===== src/rtl/pipe_ctrl_pkg.sv =====
// Shared definitions for the pipeline stall/flush sequencer: FSM state encoding,
// the hard-wired zero register and the instruction that a flushed stage register holds.
package pipe_ctrl_pkg;

   typedef enum logic [1:0] {
      ST_RUN      = 2'd0,
      ST_MEM_WAIT = 2'd1,
      ST_REDIRECT = 2'd2
   } ctrl_state_t;

   localparam logic [4:0]  REG_X0    = 5'd0;
   localparam logic [31:0] NOP_INSTR = 32'h0000_0013;  // addi x0, x0, 0

endpackage


===== src/rtl/hazard_detect.sv =====
// Load-use hazard compare: the load in EX writes a register that the instruction
// in ID reads. Writes to x0 are discarded by the register file, so they never hazard.
module hazard_detect
   import pipe_ctrl_pkg::*;
(
   input  logic [4:0] rs1_reg,
   input  logic [4:0] rs2_reg,
   input  logic       uses_rs2,
   input  logic       mem_read,
   input  logic [4:0] rd_reg,
   output logic       hit
);

   always_comb begin
      hit = 1'b0;
      if (mem_read && (rd_reg != REG_X0)) begin
         hit = (rd_reg == rs1_reg) || (uses_rs2 && (rd_reg == rs2_reg));
      end
   end

endmodule


===== src/rtl/pipeline_hazard_ctrl.sv =====
// Stall/flush sequencer for the IF/ID, ID/EX and EX/MEM registers and the PC.
// Priority each cycle: data-memory freeze, then branch/jump redirect, then load-use stall.
module pipeline_hazard_ctrl
   import pipe_ctrl_pkg::*;
#(
   parameter int FLUSH_CYCLES = 2,
   parameter int MEM_TIMEOUT  = 64,
   parameter int STALL_CNT_W  = 16
) (
   input  logic                   clk,
   input  logic                   rst,
   input  logic [4:0]             ID_rs1Reg,
   input  logic [4:0]             ID_rs2Reg,
   input  logic                   ID_UsesRs2,
   input  logic                   EX_MemRead,
   input  logic [4:0]             EX_rdReg,
   input  logic                   EX_Redirect,
   input  logic                   MEM_MemReq,
   input  logic                   MEM_MemReady,
   output logic                   PC_Write,
   output logic                   IF_ID_Write,
   output logic                   IF_ID_Flush,
   output logic                   ID_EX_Write,
   output logic                   ID_EX_Bubble,
   output logic                   EX_MEM_Hold,
   output logic                   MemTimeout,
   output logic [STALL_CNT_W-1:0] StallCount
);

   localparam int              FC_W         = (FLUSH_CYCLES > 1) ? $clog2(FLUSH_CYCLES) : 1;
   localparam logic [FC_W-1:0] FLUSH_RELOAD = FC_W'(FLUSH_CYCLES - 1);
   localparam logic [15:0]     TIMEOUT_LIM  = 16'(MEM_TIMEOUT);

   ctrl_state_t            state_q, state_d;
   logic [FC_W-1:0]        flush_cnt_q, flush_cnt_d;
   logic [15:0]            wait_cnt_q, wait_cnt_d;
   logic                   timeout_q;
   logic [STALL_CNT_W-1:0] stall_cnt_q;
   logic                   freeze;
   logic                   residual;
   logic                   load_use;

   function automatic logic [15:0] sat_inc_wait(input logic [15:0] v);
      return (v == '1) ? v : v + 16'd1;
   endfunction

   function automatic logic [STALL_CNT_W-1:0] sat_inc_stall(input logic [STALL_CNT_W-1:0] v);
      return (v == '1) ? v : v + 1'b1;
   endfunction

   hazard_detect u_hazard_detect (
      .rs1_reg  (ID_rs1Reg),
      .rs2_reg  (ID_rs2Reg),
      .uses_rs2 (ID_UsesRs2),
      .mem_read (EX_MemRead),
      .rd_reg   (EX_rdReg),
      .hit      (load_use)
   );

   assign freeze   = MEM_MemReq & ~MEM_MemReady;
   // A redirect interrupted by a freeze keeps its remaining flush cycles in MEM_WAIT.
   assign residual = (state_q == ST_REDIRECT) ||
                     ((state_q == ST_MEM_WAIT) && (flush_cnt_q != '0));

   always_ff @(posedge clk) begin
      if (rst) begin
         state_q     <= ST_RUN;
         flush_cnt_q <= '0;
         wait_cnt_q  <= '0;
         timeout_q   <= 1'b0;
         stall_cnt_q <= '0;
      end else begin
         state_q     <= state_d;
         flush_cnt_q <= flush_cnt_d;
         wait_cnt_q  <= wait_cnt_d;
         if (freeze && (wait_cnt_d >= TIMEOUT_LIM)) begin
            timeout_q <= 1'b1;
         end
         if (!PC_Write) begin
            stall_cnt_q <= sat_inc_stall(stall_cnt_q);
         end
      end
   end

   always_comb begin
      state_d     = ST_RUN;
      flush_cnt_d = flush_cnt_q;
      wait_cnt_d  = '0;
      if (freeze) begin
         state_d    = ST_MEM_WAIT;
         wait_cnt_d = sat_inc_wait(wait_cnt_q);
      end else if (EX_Redirect) begin
         flush_cnt_d = FLUSH_RELOAD;
         state_d     = (FLUSH_RELOAD != '0) ? ST_REDIRECT : ST_RUN;
      end else if (residual) begin
         flush_cnt_d = flush_cnt_q - 1'b1;
         state_d     = (flush_cnt_q > FC_W'(1)) ? ST_REDIRECT : ST_RUN;
      end
   end

   always_comb begin
      PC_Write     = 1'b1;
      IF_ID_Write  = 1'b1;
      IF_ID_Flush  = 1'b0;
      ID_EX_Write  = 1'b1;
      ID_EX_Bubble = 1'b0;
      EX_MEM_Hold  = 1'b0;
      if (rst) begin
         PC_Write     = 1'b0;
         IF_ID_Write  = 1'b0;
         ID_EX_Write  = 1'b0;
         IF_ID_Flush  = 1'b1;
         ID_EX_Bubble = 1'b1;
      end else if (freeze) begin
         PC_Write    = 1'b0;
         IF_ID_Write = 1'b0;
         ID_EX_Write = 1'b0;
         EX_MEM_Hold = 1'b1;
      end else if (EX_Redirect || residual) begin
         // Wrong-path instructions in IF/ID and ID are squashed; any load-use there is moot.
         IF_ID_Flush  = 1'b1;
         ID_EX_Bubble = 1'b1;
      end else if (load_use) begin
         PC_Write     = 1'b0;
         IF_ID_Write  = 1'b0;
         ID_EX_Bubble = 1'b1;
      end
   end

   assign MemTimeout = timeout_q;
   assign StallCount = stall_cnt_q;

endmodule

===== config.mk =====
export PLATFORM = sky130hd
export DESIGN_NAME = pipeline_hazard_ctrl
export DESIGN_NICKNAME = d
export VERILOG_FILES = /design/src/rtl/pipe_ctrl_pkg.sv /design/src/rtl/hazard_detect.sv /design/src/rtl/pipeline_hazard_ctrl.sv
export SDC_FILE = /design/constraint.sdc
export NUM_CORES = 1
export LEC_CHECK = 0
export ABC_AREA = 0
export BUFFER_PORTS_ARGS = -buffer_cell sky130_fd_sc_hd__buf_4
export CORE_ASPECT_RATIO = 1.5
export CORE_MARGIN = 2
export CORE_UTILIZATION = 40
export CTS_BUF_LIST = sky130_fd_sc_hd__clkbuf_2
export DETAILED_ROUTE_END_ITERATION = 16
export GPL_ROUTABILITY_DRIVEN = 0
export PLACE_DENSITY_LB_ADDON = 0.05
export SYNTH_ARGS = -nofsm -noshare
export SYNTH_HDL_FRONTEND = slang
export SYNTH_SLANG_ARGS = --single-unit

===== constraint.sdc =====
create_clock -name clk -period 4.3 [get_ports clk]
set_input_delay 0.215 -clock clk [delete_from_list [all_inputs] [get_ports clk]]
set_output_delay 0.215 -clock clk [all_outputs]
set_load 0.01 [all_outputs]

Word-level counts from Yosys, hierarchy flattened
Index checks and enable logic that the tools add are counted.
{ "totals": {"regBits": 36, "out_inout_bits": 23} }
{ "op_classes": {"add_sub_neg": 3, "order_cmp": 2, "eq_ne": 6, "n_mux": 24, "n_bitwise": 5, "reduce_logical": 12} }
{ "ops": {"columns": ["cell", "count"], "rows": [
  ["$add A16 B1 Y16 const B", 2],
  ["$eq A16 B16 Y1 const B", 2],
  ["$mux W16", 2],
  ["$mux W1", 19],
  ["$ge A16 B7 Y1 const B", 1],
  ["$eq A5 B5 Y1", 2],
  ["$mux W2", 3],
  ["$reduce_bool A5 Y1", 1],
  ["$logic_and A1 B1 Y1", 4],
  ["$not A1 Y1", 4],
  ["$reduce_and A2 Y1", 2],
  ["$logic_or A1 B1 Y1", 3],
  ["$eq A2 B1 Y1 const B", 1],
  ["$eq A2 B2 Y1 const B", 1],
  ["$reduce_bool A2 Y1", 1],
  ["$reduce_or A2 Y1", 1],
  ["$and A1 B1 Y1", 1],
  ["$gt A1 B1 Y1 const B", 1],
  ["$sub A1 B1 Y1 const B", 1]
]} }

Depth between registers and ports, before layout
Gate-level depths: netlist of run 1.
{ "depth": {"word_depth": 10, "depth_mapped": 9, "ltp_nobuf": 7} }

Cells and area by module
Synthesis of run 1 repeated with hierarchy kept, for this count alone.
{ "unflattened": {"hier_cells": 229, "hier_area_um2": 1918.1} }
{ "modules_own_cells": {"columns": ["module", "instances", "cells_each", "area_each_um2", "seq_area_each_um2"], "rows": [
  ["pipeline_hazard_ctrl", 1, 212, 1785.5, 720.7],
  ["hazard_detect", 1, 17, 132.6, 0.0]
]} }

Worst setup path before layout of run 1
Ideal clock, no wire load.
{ "synth_timing": {"path_type": "reg-to-reg", "startpoint": "register stall_cnt_q[0] (netlist: StallCount[0])", "endpoint": "register stall_cnt_q[5] (netlist: StallCount[5])", "setup_ps": 121, "arrival_ps": 1888, "required_time_ps": 4179, "setup_slack_ps": 2291, "stages_incl_launch_ff": 9, "path_cell_list": "dfxtp_1 ha_1 and3_1 and3_1 nand3_1 nor2_4 buf_2 nor4_2 mux2_4"} }
{ "synth_via": {"elab_chain_cells": 3} }
{ "synth_rtl": {"columns": ["element", "line_no", "source"], "rows": [
  ["start, declared", "pipeline_hazard_ctrl.sv:38", "logic [STALL_CNT_W-1:0] stall_cnt_q;"],
  ["start signal, assigned", "pipeline_hazard_ctrl.sv:80", "stall_cnt_q <= sat_inc_stall(stall_cnt_q);"],
  ["parallel branches: the longest is 3 deep, another holds $add A16 B1 Y16", null, null]
]} }
Parallel ways; which one is timed is not known.
A chain may end at the register's enable or synchronous reset.

Final worst setup path of run 1
{ "layout_timing": {"startpoint": "register stall_cnt_q[0] (netlist: StallCount[0])", "endpoint": "register stall_cnt_q[7] (netlist: StallCount[7])"} }
The elaborated chain is that of the path after synthesis.

==> metrics.txt, run 1 <==
WP data arrival 2.63 ns; final setup vio count 0; cell breakdown of the critical path ha_1 -> and3_1 -> and3_1 -> nand3_1 -> nor2_4 -> nor4b_2 -> mux2_4; DRC Markers 0; Vias/cell 5.32; Synth area leaders dfxtp_1 (34%), xnor2_1 (6.7%), nand3_1 (5.0%), nor2_1 (4.8%), or4_1 (3.6%); Top Family by Delay on Critical Path simple AND/OR/NAND/NOR gates; clock-pin slew on the worst setup and hold paths 0.20 ns; CP max stage cell nor2_4; Post-Synth XOR/XNOR Area 8.74%; CP Launch Type register; dominant cell type by area after synthesis dfxtp_1; Simple-Gate Fraction of Synth Area 31.5%; multiplexer share of the synthesized area 3.69%; number of antenna violations at the first check in global routing 0; CP peak stage delay 0.51 ns; # Max-Cap Violations 0; Multi-input gate area 1300 um2; pin slew with the least headroom to its limit ~0.74 ns; Slew headroom 50.5%; Worst Hold Path EP StallCount[6]; Initial Utilization just over 40%; area share of fa/ha/maj cells after synthesis 1.19%; TritonCTS clock tree done; Slew Limit Fails 0; RSZ-0062 raised after global routing no; layout cell share with drive strength beyond 1 between 20% and 30%; Filler Cell Count 575; Core Region 5120 um2; final clock skew 0.0265 ns; total grt overflow 0; Synth Warn # 0; largest net degree at the start of global routing 30; input/output buffers 44; IO Pins 45; Reg2Reg Setup Slack 1.99 ns; HPWL Detailed 3480 um; static leakage 0.899 nW; worst hold-check path type in -> reg; Netlist Area Pre-Place 2100 um2; Clock Sinks 36; DR iter-0 viols 34; Std-Cell Rows 32; cell repeated most along the worst path and3_1; vias in the first global route 1851; leading cell types by count after synthesis dfxtp_1 (36), nor2_1 (27), nand3_1 (21); CP endpoint kind register; ant diodes 0; later-pin clock latency in the skew report a little under 0.4 ns; RR Endpoint StallCount[7]; final hold violation count 0; outcome finished, final reports clean; clk buf depth 2; synthesized net count between 200 and 300; Required @ worst endpoint 4.61 ns; Post-DRT Antenna Nets 0; DR pass1 iterations 4; CTS Root Buffer Type clkbuf_2; largest family of logic cells by synthesized area simple AND/OR/NAND/NOR gates; FFs w/ async S/R, synth 0%; cell depth of the worst flop-to-flop path 7; nets 316; final wirelength 4770 um; flops & latches, synth 36; register area ~720 um2; top-count cell post-synth dfxtp_1; critical hold path startpoint rst; die height 92.8 um; die area 5870 um2; setup_tns 0 ns; first-pass GRT wire length slightly above 8000 um; Post-Syn Instances 251; Final Util about half; die width 63.2 um; Synth Area in Compound Gates between 10% and 20%; R2R Path Start StallCount[0]; post-synthesis sequential area ratio ~34%; period utilization 53.8%; via count 1922; EDFF count, synth 0; GRT Total Usage 17.4%; Main synth FF type dfxtp_1; post-CTS setup buffer count 0; area growth from synthesis to layout 20.2%; cts repair resizes 0; worst hold path depth 2; area share of the largest cell type after synthesis between 30 and 40%; drt wl/cell 13.2 um; critical path peak fanout 27; maximum vdd drop 0.126 mV; Fmax 0.432 GHz; Netlist cell types 53; crit path kind reg -> reg; buffers and inverters on the worst path 0; CTS Buf Count 5; synthesized area per cell 8.38 um2; PD cells 250 nW/um2; H-Tree Depth 2; crit path time final 2.31 ns
-- layout by cell type (no fill, tap or decap), types with 4 or more instances in the layout --
| master | Yosys | routed |
|---|---|---|
| a21oi_1 | 12 | 12 |
| a21oi_2 | 8 | 8 |
| and3_1 | 5 | 5 |
| buf_4 | 1 | 44 |
| clkbuf_2 | 0 | 6 |
| dfxtp_1 | 36 | 36 |
| inv_1 | 5 | 5 |
| nand2_1 | 19 | 19 |
| nand2b_1 | 4 | 4 |
| nand3_1 | 21 | 21 |
| nand4_1 | 4 | 4 |
| nor2_1 | 27 | 27 |
| nor2b_1 | 6 | 6 |
| nor3_1 | 7 | 7 |
| o21ai_0 | 5 | 5 |
| o31ai_1 | 9 | 9 |
| or4_1 | 10 | 10 |
| xnor2_1 | 16 | 16 |
| xor2_1 | 5 | 5 |
-- cell type report --
class,count,area share (%)
Multi-Input combinational cell,199,51.4
Sequential cell,36,28.5
Timing Repair Buffer,45,13.5
Tap cell,68,3.36
Clock inverter,2,1.39
Clock buffer,6,1.19
Inverter,5,0.742
-- per-stage QoR --
step	total power, mW	area [um2]	hold WS (ns)	worst slack (ns)	cells
floorplan	0.393	2100	0.337	2.29	251
global placement	0.422	2450	0.448	1.91	352
detailed placement	0.422	2450	0.449	1.89	352
CTS	0.644	2520	0.000875	1.98	360
global route	0.666	2530	0.116	1.79	361
finish	0.633	2530	0.158	1.99	361
-- worst max path at each step --
stage,slack (ns),endpoint,cells after the start,start
after CTS,1.98,StallCount[7],7,StallCount[0]
after global placement,1.91,StallCount[7],7,EX_rdReg[0]
after floorplan,2.29,StallCount[5],8,StallCount[0]
after global routing,1.79,StallCount[7],7,StallCount[0]
after detailed placement,1.89,StallCount[7],7,EX_rdReg[0]
final,1.99,StallCount[7],7,StallCount[0]
-- kinds of logic after synthesis --
kind of cell	count (synthesis)
compound gates	49
xor+xnor	21
fa+ha+maj	2
buf+inv	16
flops	36
mux	6
simple gates	121
-- sequential cells by signal (all words and copies together) (netlist names) --
name / count
MemTimeout: 1
state_q: 2
flush_cnt_q: 1
StallCount: 16
wait_cnt_q: 16
-- worst reg2reg max path: cells and delay by family, from the launching register on --
kind	cells	cell delay, ns
simple gates	5	1.24
flops	1	0.47
mux	1	0.32
fa+ha+maj	1	0.22
-- routing by layer --
| metal | routed length, um | global-route usage [%] | up-vias |
|---|---|---|---|
| li1 | - | - | 988 |
| met1 | 2030 | 19.0 | 890 |
| met2 | 2460 | 31.5 | 35 |
| met3 | 152 | 3.65 | 9 |
| met4 | 139 | 8.33 | 0 |
| met5 | 0 | 0 | - |
-- where the power goes --
group	internal, mW	switching, mW	total, mW
sequential	0.338	0.00457	0.343
combinational	0.0380	0.0343	0.0723
clock	0.100	0.117	0.217
total	0.477	0.156	0.633
-- timing repair --
| action | CTS | global route |
|---|---|---|
| hold buffers | 0 | 1 |
| setup endpoints to repair | 0 | 0 |
| endpoints found under the hold margin | 0 | 1 |
Note: power is estimated with default switching activity, not from simulation.
==> inputs of run 2 (changes only) <==
Clock period 4.3 ns to 1.95 ns, I/O delays scaled along.
==> metrics.txt, run 2 (same netlist as run 1, synthesis figures left out) <==
outcome finished, final reports clean; commonest non-fill, non-tap cells in the layout buf_4 (80), dfxtp_1 (31), nor2_1 (24); Required @ worst endpoint 2.26 ns; Final Util 57.3%; Fmax 0.530 GHz; WP data arrival 2.20 ns; final clock skew 0.0153 ns; worst hold-check path type in -> reg; CTS Buf Count 5; CTS Root Buffer Type clkbuf_2; largest net degree at the start of global routing 30; first-pass GRT wire length between 9000 and 10000 um; die height 92.8 um; ant diodes 0; die width 63.2 um; pin slew with the least headroom to its limit 0.349 ns; Std-Cell Rows 32; Slew Limit Fails 0; setup_tns 0 ns; RSZ-0062 raised after global routing yes; later-pin clock latency in the skew report between 0.3 and 0.4 ns; Pint around 950 uW; sequential share of power roughly three fifths; DR pass1 iterations 4; PnR worst setup slack ~0.064 ns; DRC Markers 0; total grt overflow 0; maximum vdd drop 0.218 mV; area growth from synthesis to layout 39.4%; final wirelength 5430 um; GRT Total Usage ~20%; most common cell after layout, fill and taps aside buf_4; period utilization between 90% and 100%; Slew headroom roughly 76%; Net Sw Power 340 uW; crit path time final 1.89 ns; CP endpoint kind register; Post-DRT Antenna Nets 0; layout cell share with drive strength beyond 1 42.5%; input/output buffers 44; # Max-Cap Violations 0; Vias/cell roughly 5.2; IO Pins 45; Initial Utilization 41.1%; crit path kind reg -> reg; Comb power frac 15.6%; switch share between 20% and 30%; Placement Cell Area between 2000 and 3000 um2; drt wl/cell 13.6 um; Clock Sinks 36; HPWL Detailed between 4000 and 5000 um; CP Launch Type register; final hold violation count 0; clock-pin slew on the worst setup and hold paths 0.18 ns; H-Tree Depth 2; Clock power frac 26.2%; number of antenna violations at the first check in global routing 0; TritonCTS clock tree done; critical path peak fanout 6; clk buf depth 2; DR iter-0 viols 48; via count 2087; nets between 300 and 400; static leakage 1.10 nW; Core Region 5120 um2; dpl ws -0.0132 ns; final setup vio count 0; Hold Slack 0.192 ns; die area 5870 um2; vias in the first global route 2056; PD cells 441 nW/um2; fin area 2930 um2
==> run 2: cell types whose count changed in the layout (fill, tap and decap cells not counted), moves of 2 or more <==
cell     before  now
and3_4        0    2
or4_1        10    4
dfxtp_1      36   31
nor3_2        1    3
or4_4         0    6
nor3_1        7    5
nor2_1       27   24
a21oi_2       8   11
a21oi_1      12    9
nor2_2        0    4
buf_4        44   80
dfxtp_2       0    5
and3_1        5    3
==> run 2: final timing paths <==
check / from / to / slack [ns] / cells after the start
worst max-delay path: StallCount[0] / StallCount[13] / 0.06 / 8
worst min-delay path: MEM_MemReady / MemTimeout / 0.19 / 5
worst max register to register: StallCount[0] / StallCount[13] / 0.06 / 8
worst min register to register: StallCount[15] / StallCount[15] / 0.52 / 2
==> run 2: power groups by stage <==
| stage | registers, mW | logic (mW) | clock network, mW |
|---|---|---|---|
| after detailed placement | 0.767 | 0.190 | 0 |
| after CTS | 0.752 | 0.195 | 0.366 |
| final | 0.753 | 0.202 | 0.339 |
| after global routing | 0.755 | 0.223 | 0.395 |
| after global placement | 0.766 | 0.189 | 0 |
| after floorplan | 0.771 | 0.0950 | 0 |
==> run 2: cell type report <==
cell class | count | area (um2)
fill | 533 | 2190
tap | 68 | 85.1
inverter | 5 | 18.8
clock buffer | 7 | 35.0
timing repair buffer | 83 | 641
multi-input combinational | 200 | 1420
sequential | 36 | 727
clock inverter | 1 | 3.75
==> run 2: metal layers <==
| metal | part of all wire (%) | vias to the layer above | global-route usage [%] |
|---|---|---|---|
| li1 | - | 1066 | - |
| met1 | 40 | 981 | 21.3 |
| met2 | 55 | 30 | 37.4 |
| met4 | 2.1 | 0 | 7.61 |
| met3 | 2.6 | 10 | 3.77 |
| met5 | 0 | - | 0 |
==> run 2: repair_timing <==
item,CTS,global route
resized for setup,6,24
buffers inserted,0,2
pin swaps,1,7
gates cloned,1,0
hold buffers,2,0
endpoints found under the hold margin,3,0
endpoints found under the setup margin,4,13
==> run 2: per-stage QoR <==
step,std cells,total power [mW]
3_5_place_dp,387,0.957
3_3_place_gp,387,0.956
6_report,400,1.29
2_1_floorplan,251,0.866
5_1_grt,400,1.37
4_1_cts,398,1.31
==> run 2: critical path, stage by stage, from the launching register on <==
cell and delay [ns]:
dfxtp_2 0.36, ha_2 0.18, and3_4 0.18, and3_4 0.19, nand3_4 0.10, nor2_4 0.07
buf_4 0.15, or4_4 0.47, a21oi_2 0.12
==> inputs of run 3 (changes only) <==
Clock period 1.95 ns to 2 ns, I/O delays scaled along.
==> metrics.txt, run 3 (same netlist as run 1, synthesis figures left out) <==
RSZ-0062 raised after global routing yes; Reg2Reg Setup Slack 0.05 ns; first-pass GRT wire length 9110 um; vias in the first global route 1991; maximum vdd drop 0.263 mV; Post-DRT Antenna Nets 0; worst hold-check path type in -> reg; cell depth of the worst flop-to-flop path 8; ant diodes 0; area growth from synthesis to layout 32.4%; final clock skew 0.0115 ns; DR iter-0 viols 63; number of antenna violations at the first check in global routing 0; final wirelength 5420 um; die width 63.2 um; Clock Sinks 36; commonest non-fill, non-tap cells in the layout buf_4 (67), dfxtp_1 (32), nor2_1 (26); critical path peak fanout 9; DRC Markers 0; Initial Utilization roughly two fifths; Slew Limit Fails 0; Required @ worst endpoint about 2.3 ns; Placement Cell Area 2660 um2; pin slew with the least headroom to its limit 0.374 ns; input/output buffers 44; H-Tree Depth 2; drt wl/cell 14.0 um; crit path time final 1.95 ns; clk buf depth 2; outcome finished, final reports clean; total grt overflow 0; CP Launch Type register; via count approximately 2000; TritonCTS clock tree done; nets ~340; die height 92.8 um; layout cell share with drive strength beyond 1 35.1%; GRT Total Usage 19.4%; static leakage 1.04 nW; CP endpoint kind register; WP data arrival 2.28 ns; fin area 2790 um2; die area 5870 um2; later-pin clock latency in the skew report 0.39 ns; final setup vio count 0; Fmax 0.514 GHz; # Max-Cap Violations 0; DR pass1 iterations 4; CTS Root Buffer Type clkbuf_2; Core Region 5120 um2; largest net degree at the start of global routing 30; crit path kind reg -> reg; HPWL Detailed 4040 um; RR Endpoint StallCount[13]; critical path launch point StallCount[0]; IO Pins 45; Slew headroom approximately 75%; final hold violation count 0; Vias/cell between 5 and 6; period utilization a little under 100%; R2R Path Start StallCount[0]; critical hold path startpoint MEM_MemReady; Hold Slack 0.157 ns; Std-Cell Rows 32; CTS Buf Count 5; clock-pin slew on the worst setup and hold paths 0.19 ns; Setup crit end StallCount[13]; most common cell after layout, fill and taps aside buf_4; Filler Cell Count 550; PD cells between 400 and 500 nW/um2
run 3: area by class of cell:
type                       instances  area [um2]  area share [%]
tap                               68        85.1            3.05
clock inverter                     3        37.5            1.35
timing repair buffer              71         563            20.2
inverter                           5        18.8           0.674
sequential                        36         726            26.0
clock buffer                       5        25.0           0.898
multi-input combinational        199        1330            47.8
run 3: where the power goes:
| part | switching, mW | internal, mW | leakage, nW |
|---|---|---|---|
| registers | 0.00651 | 0.729 | 0.293 |
| clock network | 0.257 | 0.204 | 0.0380 |
| logic | 0.0849 | 0.0988 | 0.710 |
run 3: what timing repair did:
item	4_1_cts	5_1_grt
gates resized for setup	1	10
hold buffers	1	1
endpoints found under the hold margin	1	1
pin swaps	0	5
setup endpoints to repair	1	10
setup buffers	0	2
run 3: worst min-delay path by stage:
stage | endpoint | slack [ns] | depth (start not counted)
6_report | state_q[1] | 0.16 | 4
5_1_grt | state_q[1] | 0.14 | 4
4_1_cts | state_q[1] | 0.008 | 3
3_5_place_dp | state_q[1] | 0.33 | 2
3_3_place_gp | state_q[1] | 0.33 | 2
2_1_floorplan | state_q[1] | 0.22 | 1
run 3: worst max-delay path: stages (launching register included):
cell and delay [ns]:
dfxtp_2 0.36, ha_1 0.20, and3_1 0.20, and3_4 0.19, nand3_2 0.10, nor2_4 0.08
buf_12 0.14, or4_1 0.49, a21oi_2 0.14
run 3: per-stage QoR:
step                total power [mW]  setup WS (ns)  TNS (ns)  utilization, %  cells
CTS                             1.40         0.0182         0            53.3    384
finish                          1.38         0.0539         0            54.4    387
detailed placement             0.929         0.0215         0            51.8    375
global route                    1.44        -0.0144   -0.0410            54.4    387
global placement               0.928         0.0436         0            51.8    375
floorplan                      0.844         0.0349         0               -    251
run 3: per-layer routing:
| metal | wire length, um | part of all wire [%] | vias to the layer above | GRT usage [%] |
|---|---|---|---|---|
| li1 | - | - | 1039 | - |
| met1 | 2130 | 39 | 948 | 21.1 |
| met2 | 3050 | 56 | 36 | 37.7 |
| met3 | 153 | 2.8 | 8 | 3.65 |
| met4 | 87 | 1.6 | 0 | 5.43 |
| met5 | 0 | 0 | - | 0 |
